### config.mk
export PLATFORM = sky130hd
export DESIGN_NAME = multicycle_ctrl_flat
export DESIGN_NICKNAME = d
export VERILOG_FILES = /design/src/rtl/cpu_pkg.sv /design/src/rtl/multicycle_ctrl_if.sv /design/src/rtl/alu_decode.sv /design/src/rtl/multicycle_ctrl.sv /design/src/flat_wrapper.sv
export SDC_FILE = /design/constraint.sdc
export NUM_CORES = 1
export LEC_CHECK = 0
export ABC_CLOCK_PERIOD_IN_PS = 2100
export CAP_MARGIN = 20
export CORE_AREA = 2 2 46 48
export DETAILED_ROUTE_END_ITERATION = 7
export DIE_AREA = 0 0 48 50
export DONT_BUFFER_PORTS = 1
export PLACE_DENSITY = 0.72
export SYNTH_ARGS = -nofsm -noshare
export SYNTH_HDL_FRONTEND = slang
export SYNTH_SLANG_ARGS = --single-unit
export TNS_END_PERCENT = 1
### constraint.sdc
create_clock -name clk -period 2.1 [get_ports clk]
set_input_delay 0.21 -clock clk [delete_from_list [all_inputs] [get_ports clk]]
set_output_delay 0.21 -clock clk [all_outputs]
set_load 0.03 [all_outputs]
### src/rtl/cpu_pkg.sv
// Shared control definitions: ALU op codes, RV32I opcodes, FSM states, instruction classes.
// Types and constants only; no timing or backpressure of its own.
package cpu_pkg;

    localparam logic [3:0] ALU_AND = 4'b0000;
    localparam logic [3:0] ALU_OR  = 4'b0001;
    localparam logic [3:0] ALU_ADD = 4'b0010;
    localparam logic [3:0] ALU_SLT = 4'b0100;
    localparam logic [3:0] ALU_XOR = 4'b0101;
    localparam logic [3:0] ALU_SUB = 4'b0110;
    localparam logic [3:0] ALU_SRL = 4'b1000;
    localparam logic [3:0] ALU_SLL = 4'b1001;
    localparam logic [3:0] ALU_SRA = 4'b1010;

    localparam logic [6:0] OP_RTYPE = 7'b0110011;
    localparam logic [6:0] OP_ITYPE = 7'b0010011;
    localparam logic [6:0] OP_LW    = 7'b0000011;
    localparam logic [6:0] OP_SW    = 7'b0100011;
    localparam logic [6:0] OP_BEQ   = 7'b1100011;

    typedef enum logic [2:0] {
        ST_FETCH  = 3'd0,
        ST_DECODE = 3'd1,
        ST_EXEC   = 3'd2,
        ST_MEM    = 3'd3,
        ST_WB     = 3'd4
    } state_t;

    typedef enum logic [2:0] {
        CLS_ALU,
        CLS_LW,
        CLS_SW,
        CLS_BEQ,
        CLS_ILL
    } instr_cls_t;

    // Returns {legal, alu_op}; alt selects SUB/SRA over ADD/SRL.
    function automatic logic [4:0] decode_alu_funct(input logic [2:0] funct3, input logic alt);
        logic [4:0] res;
        res = {1'b1, ALU_AND};
        case (funct3)
            3'b000:  res[3:0] = alt ? ALU_SUB : ALU_ADD;
            3'b111:  res[3:0] = ALU_AND;
            3'b110:  res[3:0] = ALU_OR;
            3'b100:  res[3:0] = ALU_XOR;
            3'b010:  res[3:0] = ALU_SLT;
            3'b001:  res[3:0] = ALU_SLL;
            3'b101:  res[3:0] = alt ? ALU_SRA : ALU_SRL;
            default: res[4]   = 1'b0;
        endcase
        return res;
    endfunction

endpackage

### src/rtl/multicycle_ctrl_if.sv
// Controller-to-datapath bundle; master is the controller, slave is memory/ALU/regfile side.
// Pure wiring: no latency, mem_ready is the only stall input.
interface multicycle_ctrl_if;
    logic [31:0] instr;
    logic        zero;
    logic        mem_ready;
    logic [3:0]  alu_op;
    logic        alu_src;
    logic        mem_read;
    logic        mem_write;
    logic        mem_to_reg;
    logic        reg_write;
    logic        pc_write;
    logic        pc_sel;
    logic        illegal;
    logic [2:0]  state;

    modport master (
        input  instr, zero, mem_ready,
        output alu_op, alu_src, mem_read, mem_write, mem_to_reg,
               reg_write, pc_write, pc_sel, illegal, state
    );

    modport slave (
        output instr, zero, mem_ready,
        input  alu_op, alu_src, mem_read, mem_write, mem_to_reg,
               reg_write, pc_write, pc_sel, illegal, state
    );
endinterface

### src/rtl/alu_decode.sv
// Combinational map from the latched instruction to ALU op, operand select, class and illegal.
// Zero latency, no backpressure.
module alu_decode
    import cpu_pkg::*;
(
    input  logic [31:0] ir,
    output logic [3:0]  alu_op,
    output logic        alu_src,
    output logic        illegal,
    output instr_cls_t  cls
);

    logic [6:0] opcode;
    logic [2:0] funct3;
    logic [4:0] r_res;
    logic [4:0] i_res;
    logic       unused_ir_bits;

    assign opcode = ir[6:0];
    assign funct3 = ir[14:12];
    assign unused_ir_bits = ^{ir[31], ir[29:15], ir[11:7]};

    // Immediates reuse ir[30] as data, so only shifts may treat it as an op modifier.
    assign r_res = decode_alu_funct(funct3, ir[30]);
    assign i_res = decode_alu_funct(funct3, (funct3 == 3'b101) & ir[30]);

    always_comb begin
        alu_op  = ALU_AND;
        alu_src = 1'b0;
        cls     = CLS_ILL;
        case (opcode)
            OP_RTYPE: begin
                alu_op  = r_res[3:0];
                alu_src = 1'b0;
                if (r_res[4]) cls = CLS_ALU;
            end
            OP_ITYPE: begin
                alu_op  = i_res[3:0];
                alu_src = 1'b1;
                if (i_res[4]) cls = CLS_ALU;
            end
            OP_LW: begin
                alu_op  = ALU_ADD;
                alu_src = 1'b1;
                if (funct3 == 3'b010) cls = CLS_LW;
            end
            OP_SW: begin
                alu_op  = ALU_ADD;
                alu_src = 1'b1;
                if (funct3 == 3'b010) cls = CLS_SW;
            end
            OP_BEQ: begin
                alu_op  = ALU_SUB;
                alu_src = 1'b0;
                if (funct3 == 3'b000) cls = CLS_BEQ;
            end
            default: cls = CLS_ILL;
        endcase
    end

    assign illegal = (cls == CLS_ILL);

endmodule

### src/rtl/multicycle_ctrl.sv
// FETCH/DECODE/EXEC/MEM/WB sequencer; 2-5 cycles per instruction plus one per MEM stall.
// Stalls in MEM while mem_ready is low, holding the access strobe.
module multicycle_ctrl
    import cpu_pkg::*;
(
    input  logic                clk,
    input  logic                rst_n,
    multicycle_ctrl_if.master   bus
);

    state_t      state_q, state_d;
    logic [31:0] ir_q, ir_d;

    logic [3:0]  dec_op;
    logic        dec_src;
    logic        dec_illegal;
    instr_cls_t  dec_cls;

    logic [3:0]  alu_op;
    logic        alu_src;
    logic        mem_read;
    logic        mem_write;
    logic        mem_to_reg;
    logic        reg_write;
    logic        pc_write;
    logic        pc_sel;
    logic        illegal;

    alu_decode u_alu_decode (
        .ir      (ir_q),
        .alu_op  (dec_op),
        .alu_src (dec_src),
        .illegal (dec_illegal),
        .cls     (dec_cls)
    );

    always_ff @(posedge clk or negedge rst_n) begin
        if (!rst_n) begin
            state_q <= ST_FETCH;
            ir_q    <= '0;
        end else begin
            state_q <= state_d;
            ir_q    <= ir_d;
        end
    end

    always_comb begin
        state_d    = state_q;
        ir_d       = ir_q;
        alu_op     = ALU_AND;
        alu_src    = 1'b0;
        mem_read   = 1'b0;
        mem_write  = 1'b0;
        mem_to_reg = 1'b0;
        reg_write  = 1'b0;
        pc_write   = 1'b0;
        pc_sel     = 1'b0;
        illegal    = 1'b0;
        case (state_q)
            ST_FETCH: begin
                ir_d    = bus.instr;
                state_d = ST_DECODE;
            end
            ST_DECODE: begin
                if (dec_illegal) begin
                    illegal  = 1'b1;
                    pc_write = 1'b1;
                    state_d  = ST_FETCH;
                end else begin
                    state_d  = ST_EXEC;
                end
            end
            ST_EXEC: begin
                alu_op  = dec_op;
                alu_src = dec_src;
                case (dec_cls)
                    CLS_BEQ: begin
                        // zero reflects this cycle's SUB of rs1/rs2, so the branch resolves here.
                        pc_write = 1'b1;
                        pc_sel   = bus.zero;
                        state_d  = ST_FETCH;
                    end
                    CLS_LW, CLS_SW: state_d = ST_MEM;
                    default:        state_d = ST_WB;
                endcase
            end
            ST_MEM: begin
                mem_read  = (dec_cls == CLS_LW);
                mem_write = (dec_cls == CLS_SW);
                if (bus.mem_ready) begin
                    if (dec_cls == CLS_LW) begin
                        state_d = ST_WB;
                    end else begin
                        pc_write = 1'b1;
                        state_d  = ST_FETCH;
                    end
                end
            end
            ST_WB: begin
                reg_write  = 1'b1;
                pc_write   = 1'b1;
                mem_to_reg = (dec_cls == CLS_LW);
                state_d    = ST_FETCH;
            end
            default: state_d = ST_FETCH;
        endcase
    end

    assign bus.alu_op     = alu_op;
    assign bus.alu_src    = alu_src;
    assign bus.mem_read   = mem_read;
    assign bus.mem_write  = mem_write;
    assign bus.mem_to_reg = mem_to_reg;
    assign bus.reg_write  = reg_write;
    assign bus.pc_write   = pc_write;
    assign bus.pc_sel     = pc_sel;
    assign bus.illegal    = illegal;
    assign bus.state      = state_q;

endmodule

### src/flat_wrapper.sv
// flat-port wrapper written by rule: the top's interface ports become plain ports
module multicycle_ctrl_flat import cpu_pkg::*;
  (clk, rst_n, bus_instr, bus_zero, bus_mem_ready, bus_alu_op, bus_alu_src, bus_mem_read, bus_mem_write, bus_mem_to_reg, bus_reg_write, bus_pc_write, bus_pc_sel, bus_illegal, bus_state);
  multicycle_ctrl_if bus_i ();
  input  logic clk;
  input  logic rst_n;
  input wire logic [$bits(bus_i.instr)-1:0] bus_instr;
  input wire logic [$bits(bus_i.zero)-1:0] bus_zero;
  input wire logic [$bits(bus_i.mem_ready)-1:0] bus_mem_ready;
  output wire logic [$bits(bus_i.alu_op)-1:0] bus_alu_op;
  output wire logic [$bits(bus_i.alu_src)-1:0] bus_alu_src;
  output wire logic [$bits(bus_i.mem_read)-1:0] bus_mem_read;
  output wire logic [$bits(bus_i.mem_write)-1:0] bus_mem_write;
  output wire logic [$bits(bus_i.mem_to_reg)-1:0] bus_mem_to_reg;
  output wire logic [$bits(bus_i.reg_write)-1:0] bus_reg_write;
  output wire logic [$bits(bus_i.pc_write)-1:0] bus_pc_write;
  output wire logic [$bits(bus_i.pc_sel)-1:0] bus_pc_sel;
  output wire logic [$bits(bus_i.illegal)-1:0] bus_illegal;
  output wire logic [$bits(bus_i.state)-1:0] bus_state;
  assign bus_i.instr = bus_instr;
  assign bus_i.zero = bus_zero;
  assign bus_i.mem_ready = bus_mem_ready;
  assign bus_alu_op = bus_i.alu_op;
  assign bus_alu_src = bus_i.alu_src;
  assign bus_mem_read = bus_i.mem_read;
  assign bus_mem_write = bus_i.mem_write;
  assign bus_mem_to_reg = bus_i.mem_to_reg;
  assign bus_reg_write = bus_i.reg_write;
  assign bus_pc_write = bus_i.pc_write;
  assign bus_pc_sel = bus_i.pc_sel;
  assign bus_illegal = bus_i.illegal;
  assign bus_state = bus_i.state;
  multicycle_ctrl u_core (.clk(clk), .rst_n(rst_n), .bus(bus_i));
endmodule
* Yosys cells after proc, flatten, opt, wreduce, memory -nomap -nowiden
Index checks and enable logic that the tools add are counted.
** Operators by class
- Eq/ne operators :: 20
- Muxes and demuxes :: 33
- Bitwise gates (word level) :: 1
- Reductions and logical operators :: 7
** Operators by type and width (count)
- one-hot mux 4 bit (6 select lines) :: 2
- two-way mux 3 bit :: 8
- one-hot mux 3 bit (4 select lines) :: 2
- equality test 3 bit (second input constant) :: 6
- one-hot mux 4 bit (4 select lines) :: 1
- equality test 3 x 2 -> 1 bit (second input constant) :: 5
- equality test 7 x 6 -> 1 bit (second input constant) :: 2
- two-way mux 1 bit :: 14
- equality test 3 x 1 -> 1 bit (second input constant) :: 3
- equality test 7 x 2 -> 1 bit (second input constant) :: 1
- equality test 7 x 5 -> 1 bit (second input constant) :: 1
- equality test 7 bit (second input constant) :: 1
- OR reduction 7 bit :: 1
- logical NOT 3 bit :: 2
- two-way mux 2 bit :: 3
- one-hot mux 3 bit (2 select lines) :: 1
- OR reduction 2 bit :: 3
- two-way mux 4 bit :: 1
- one-hot mux 1 bit (4 select lines) :: 1
- OR reduction 3 bit :: 1
- != test 2 bit (second input constant) :: 1
- AND 1 bit :: 1
** Storage, ports and cells
- Bits in registers :: 34
- Input bits :: 36
- Output and inout bits :: 15
- Logic and storage cells :: 63

* Depth between registers and ports, before layout
- Word-level depth :: 9
- Depth in mapped cells :: 6
- Mapped depth without buffers :: 4

* By module
A second synthesis with hierarchy kept.
** Second synthesis, totals
- Cells, all modules :: 141
- Area total of the unflattened synthesis :: 1749.2 um^2
** By module, submodules not included
- multicycle_ctrl :: times used 1, cells each 106, area each 1514.0 um^2, sequential area each 875.8 um^2
- alu_decode :: times used 1, cells each 35, area each 235.2 um^2, sequential area each 0.0 um^2

* Least setup slack after synthesis
Ideal clock, no wire load.
- Kind :: register to output
- Start :: reg u_core.state_q[0], in the netlist u_core.bus.state[0]
- End :: out bus_mem_to_reg
- Data arrival time :: 2374 ps
- Required time :: 1890 ps
- Setup slack :: -484 ps
- Stages on the path, launching flop included :: 4
- Path buffers :: 1
- Path through :: dfrtp_1 > buf_2 > nor3b_1 > nor3b_1
** On the way
- Word-level cells in the longest chain between the ends :: 2
** Ends and longest elaborated chain
- start: declaration :: RTL line multicycle_ctrl.sv:11 : state_t state_q, state_d;
- start signal: assignment :: RTL line multicycle_ctrl.sv:42 : state_q <= state_d;
- equality test 3 bit :: RTL line multicycle_ctrl.sv:59 : case (state_q)
- two-way mux 1 bit :: RTL line multicycle_ctrl.sv:59
- end: declaration :: RTL line flat_wrapper.sv:14 : output wire logic [$bits(bus_i.mem_to_reg)-1:0] bus_mem_to_reg;
No other way between the ends.

* Worst setup path after layout
- Start :: reg u_core.ir_q[4]
- End :: out bus_pc_write
** On the way
- Word-level cells in the longest chain between the ends :: 7
- Elaborated cells between the ends (all ways) :: 15
- Those cells by class :: 8 x eq/ne; 6 x mux; 1 x reduce/logical
** Ends and longest elaborated chain
- start: declaration :: RTL line multicycle_ctrl.sv:12 : logic [31:0] ir_q, ir_d;
- start signal: assignment :: RTL line multicycle_ctrl.sv:43 : ir_q <= ir_d;
- equality test 7 x 5 -> 1 bit / equality test 7 x 6 -> 1 bit (equally long branches) :: RTL line alu_decode.sv:31 : case (opcode)
- OR reduction 2 bit (no line)
- one-hot mux 3 bit (4 select lines) * :: RTL line alu_decode.sv:31
- equality test 3 x 1 -> 1 bit :: RTL line multicycle_ctrl.sv:91 : if (dec_cls == CLS_LW) begin
- two-way mux 1 bit :: RTL line multicycle_ctrl.sv:91
- two-way mux 1 bit :: RTL line multicycle_ctrl.sv:90 : if (bus.mem_ready) begin
- one-hot mux 1 bit (4 select lines) * :: RTL line multicycle_ctrl.sv:59
- end: declaration :: RTL line flat_wrapper.sv:16 : output wire logic [$bits(bus_i.pc_write)-1:0] bus_pc_write;
Every way passes the cells marked *; elsewhere a longest branch is shown, timed or not.

==> results <==
-- layout make-up --
| cell class | instances | area, µm² |
|---|---|---|
| Fill cell | 178 | 798 |
| Multi-Input combinational cell | 67 | 503 |
| Sequential cell | 14 | 350 |
| Timing Repair Buffer | 24 | 186 |
| Tap cell | 27 | 33.8 |
| Clock buffer | 3 | 22.5 |
| Inverter | 2 | 7.51 |
-- final timing paths --
| check | start | endpoint |
|---|---|---|
| max | u_core.ir_q[4] | bus_pc_write |
| min | bus_instr[12] | u_core.ir_q[12] |
| max reg2reg | u_core.ir_q[4] | u_core.bus.state[1] |
| min reg2reg | u_core.ir_q[2] | u_core.ir_q[2] |
| max in group asynchronous | rst_n | u_core.bus.state[0] |
| min in group asynchronous | rst_n | u_core.ir_q[30] |
-- worst register-to-register path, stage by stage (launching register included) --
cell and delay (ns):
dfrtp_1 0.38, or3_4 0.39, or3_4 0.36, buf_4 0.15, or3b_1 0.36, a31oi_1 0.19
-- kinds of logic after synthesis --
group | share of synthesized area [%]
compound gates | 14.6
mux | 11.7
flops | 40.5
buf+inv | 5.64
simple gates | 27.6
-- sequential cells by signal, summed over array words and instances, names as in the netlist --
| signal | count |
|---|---|
| u_core.ir_q | 11 |
| u_core.bus.state | 3 |
-- layer usage --
layer / part of all wire, % / global-route usage, % / wire (µm)
met2: 49 / 27.1 / 929
met4: 1.1 / 7.66 / 21
met5: 0 / 0 / 0
met3: 5.3 / 2.93 / 100
met1: 44 / 24.9 / 839
-- power breakdown --
| part | internal [W] | leakage, nW | switching (W) |
|---|---|---|---|
| sequential | 0.000386 | 0.170 | 0.000113 |
| clock | 0.0000663 | 0.0138 | 0.0000740 |
| combinational | 0.000352 | 0.269 | 0.000381 |
| total | 0.000804 | 0.452 | 0.000568 |
-- synth_stat cells, types with 2 or more instances --
cell      instances  share of area [%]
nor3b_1           3                2.6
buf_2             2                1.2
nand2b_1          3                2.2
o21ai_0           4                2.3
a211oi_1          4                3.5
nor4_1            2                1.4
clkbuf_1          2               0.87
dfrtp_1          14                 40
nand2_1           5                2.2
nor3_1            6                3.5
nand3b_1          2                1.7
a21oi_1           4                2.3
nor2_1            6                2.6
or3_1             2                1.4
inv_1             2               0.87
mux2_2            9                 12
-- metrics by stage --
stage	hold WS (ns)	utilization [%]	setup TNS, ns
floorplan	-0.0856	-	-0.559
global placement	-0.0853	53.6	0
detailed placement	-0.0852	53.6	0
CTS	0.0588	57.2	-0.0276
global route	0.0739	58.0	-0.278
finish	0.0685	58.0	-0.0380
-- timing repair --
| action | 4_1_cts | 5_1_grt |
|---|---|---|
| hold buffers | 1 | 0 |
| setup buffers | 2 | 1 |
| resized for setup | 4 | 2 |
| pin swaps | 2 | 4 |
| hold endpoints to repair | 14 | 0 |
| setup endpoints to repair | 6 | 5 |
==> results.yml <==
route:
  drt-vias-per-instance: 5.53
  first_pass_iters: 4
  ant_nets: 0
  drc_errors: 0
  first_iter_violations: 9
  post_drt_wl_per_cell_um: 13.8
  vias: 757
  wl_um: 1890
yosys:
  synthFlopType: "dfrtp_1"
  async_reset_ff_share_pct: 100
  syn_nets: 126
  synth.avg_cell_area_um2: 9.62
  syn_inst: 90
  yosysWarnings: 0
  synth_cell_types: 36
  synth_area_um2: 866
  synth_seq_area_share_pct: 40.5
  synth.ff_latch_count: 14
  synth_edf_count: 0
power_and_ir_drop:
  ir_drop_mv: 0.700
  finalPower_w: 0.00137
  p_leak_nw: 0.452
  powerDensity_mw_per_mm2: 1240
grt:
  grt_start_max_net_pins: 15
  grtUsageTotal_pct: 18.0
  antenna_found_initial: 0
  grt_pass1_vias: 711
  grt_pass1_wl_um: 3120
  overflow: 0
cts:
  cts.sinks: 14
  worstSkewPairLatency_ns: 0.27
  cts_buffers: 3
  clk_pin_slew_worst_paths_ns: 0.07
  clk_path_buf_depth: 2
  tritoncts: "yes"
  ctsHtreeMaxLevel: 1
  cts_root_buf: "clkbuf_4"
place:
  portBuffers: 0
  dpl.hpwl_um: 1450
  placed_area_mm2: 0.00102
  pre_cts_slack_ns: 0.171
  place_inst: 130
  gp_congestion: 0.769
sta:
  setup_slack_ns: -0.0226
  period_minus_slack_ns: 2.12
  post-route-period-util_pct: 101
  fin_skew_ns: 0.00118
  rsz0062_at_grt: "yes"
  slew_violations: 0
  relSlewSlack_pct: 60.5
  setup_violations: 3
  finalHoldViolCount: 0
  worstMarginPinSlew_ns: 0.591
  clock.fmax_mhz: 471
status:
  violations: "setup timing"
  status: "complete, but fails checks"
die:
  io_pins: 51
  die_x_um: 48
  start_util_pct: 45.5
  fp.dieArea_mm2: 0.00240
  fp-row-count: 16
  core_mm2: 0.00190
  die_h_um: 50
cells_and_area:
  final_common_cell: "buf_4"
  area_growth_pct: 27.5
  final_cells: 137
  diodes: 0
  layout-drive-gt1-share_pct: 42.7
  final_net_count: 148
  fin_area_mm2: 0.00110
  final_cell_mix: "buf_4 (22), dfrtp_1 (14), mux2_2 (9)"
worst_setup_path:
  worst_setup_path_start_kind: "flop"
  crit_arrival_ns: 1.91
  cpMostUsedCell: "or3_4"
  cp.depth: 5
  critical_path.max_stage_delay_ns: 0.39
  worst_r2r_path_depth: 5
  regToRegSetupSlack_ns: 0.18
  crit_path_cell_trace: "or3_4 > or3_4 > o2111ai_2 > o211ai_1 > buf_4"
  path_buf_inv: 1
  critPathMaxFanout: 4
  worstPathRequired_ns: 1.89
  end_kind: "output port"
  slowest_stage: "or3_4"
  crit_type: "reg -> out"
  path_delay_family: "simple AND/OR/NAND/NOR gates"
min_path:
  holdPathStages: 2
  hp-class: "in -> reg"
flow_run:
  max_cap_violations: 0
(Power assumes the default switching activity.)
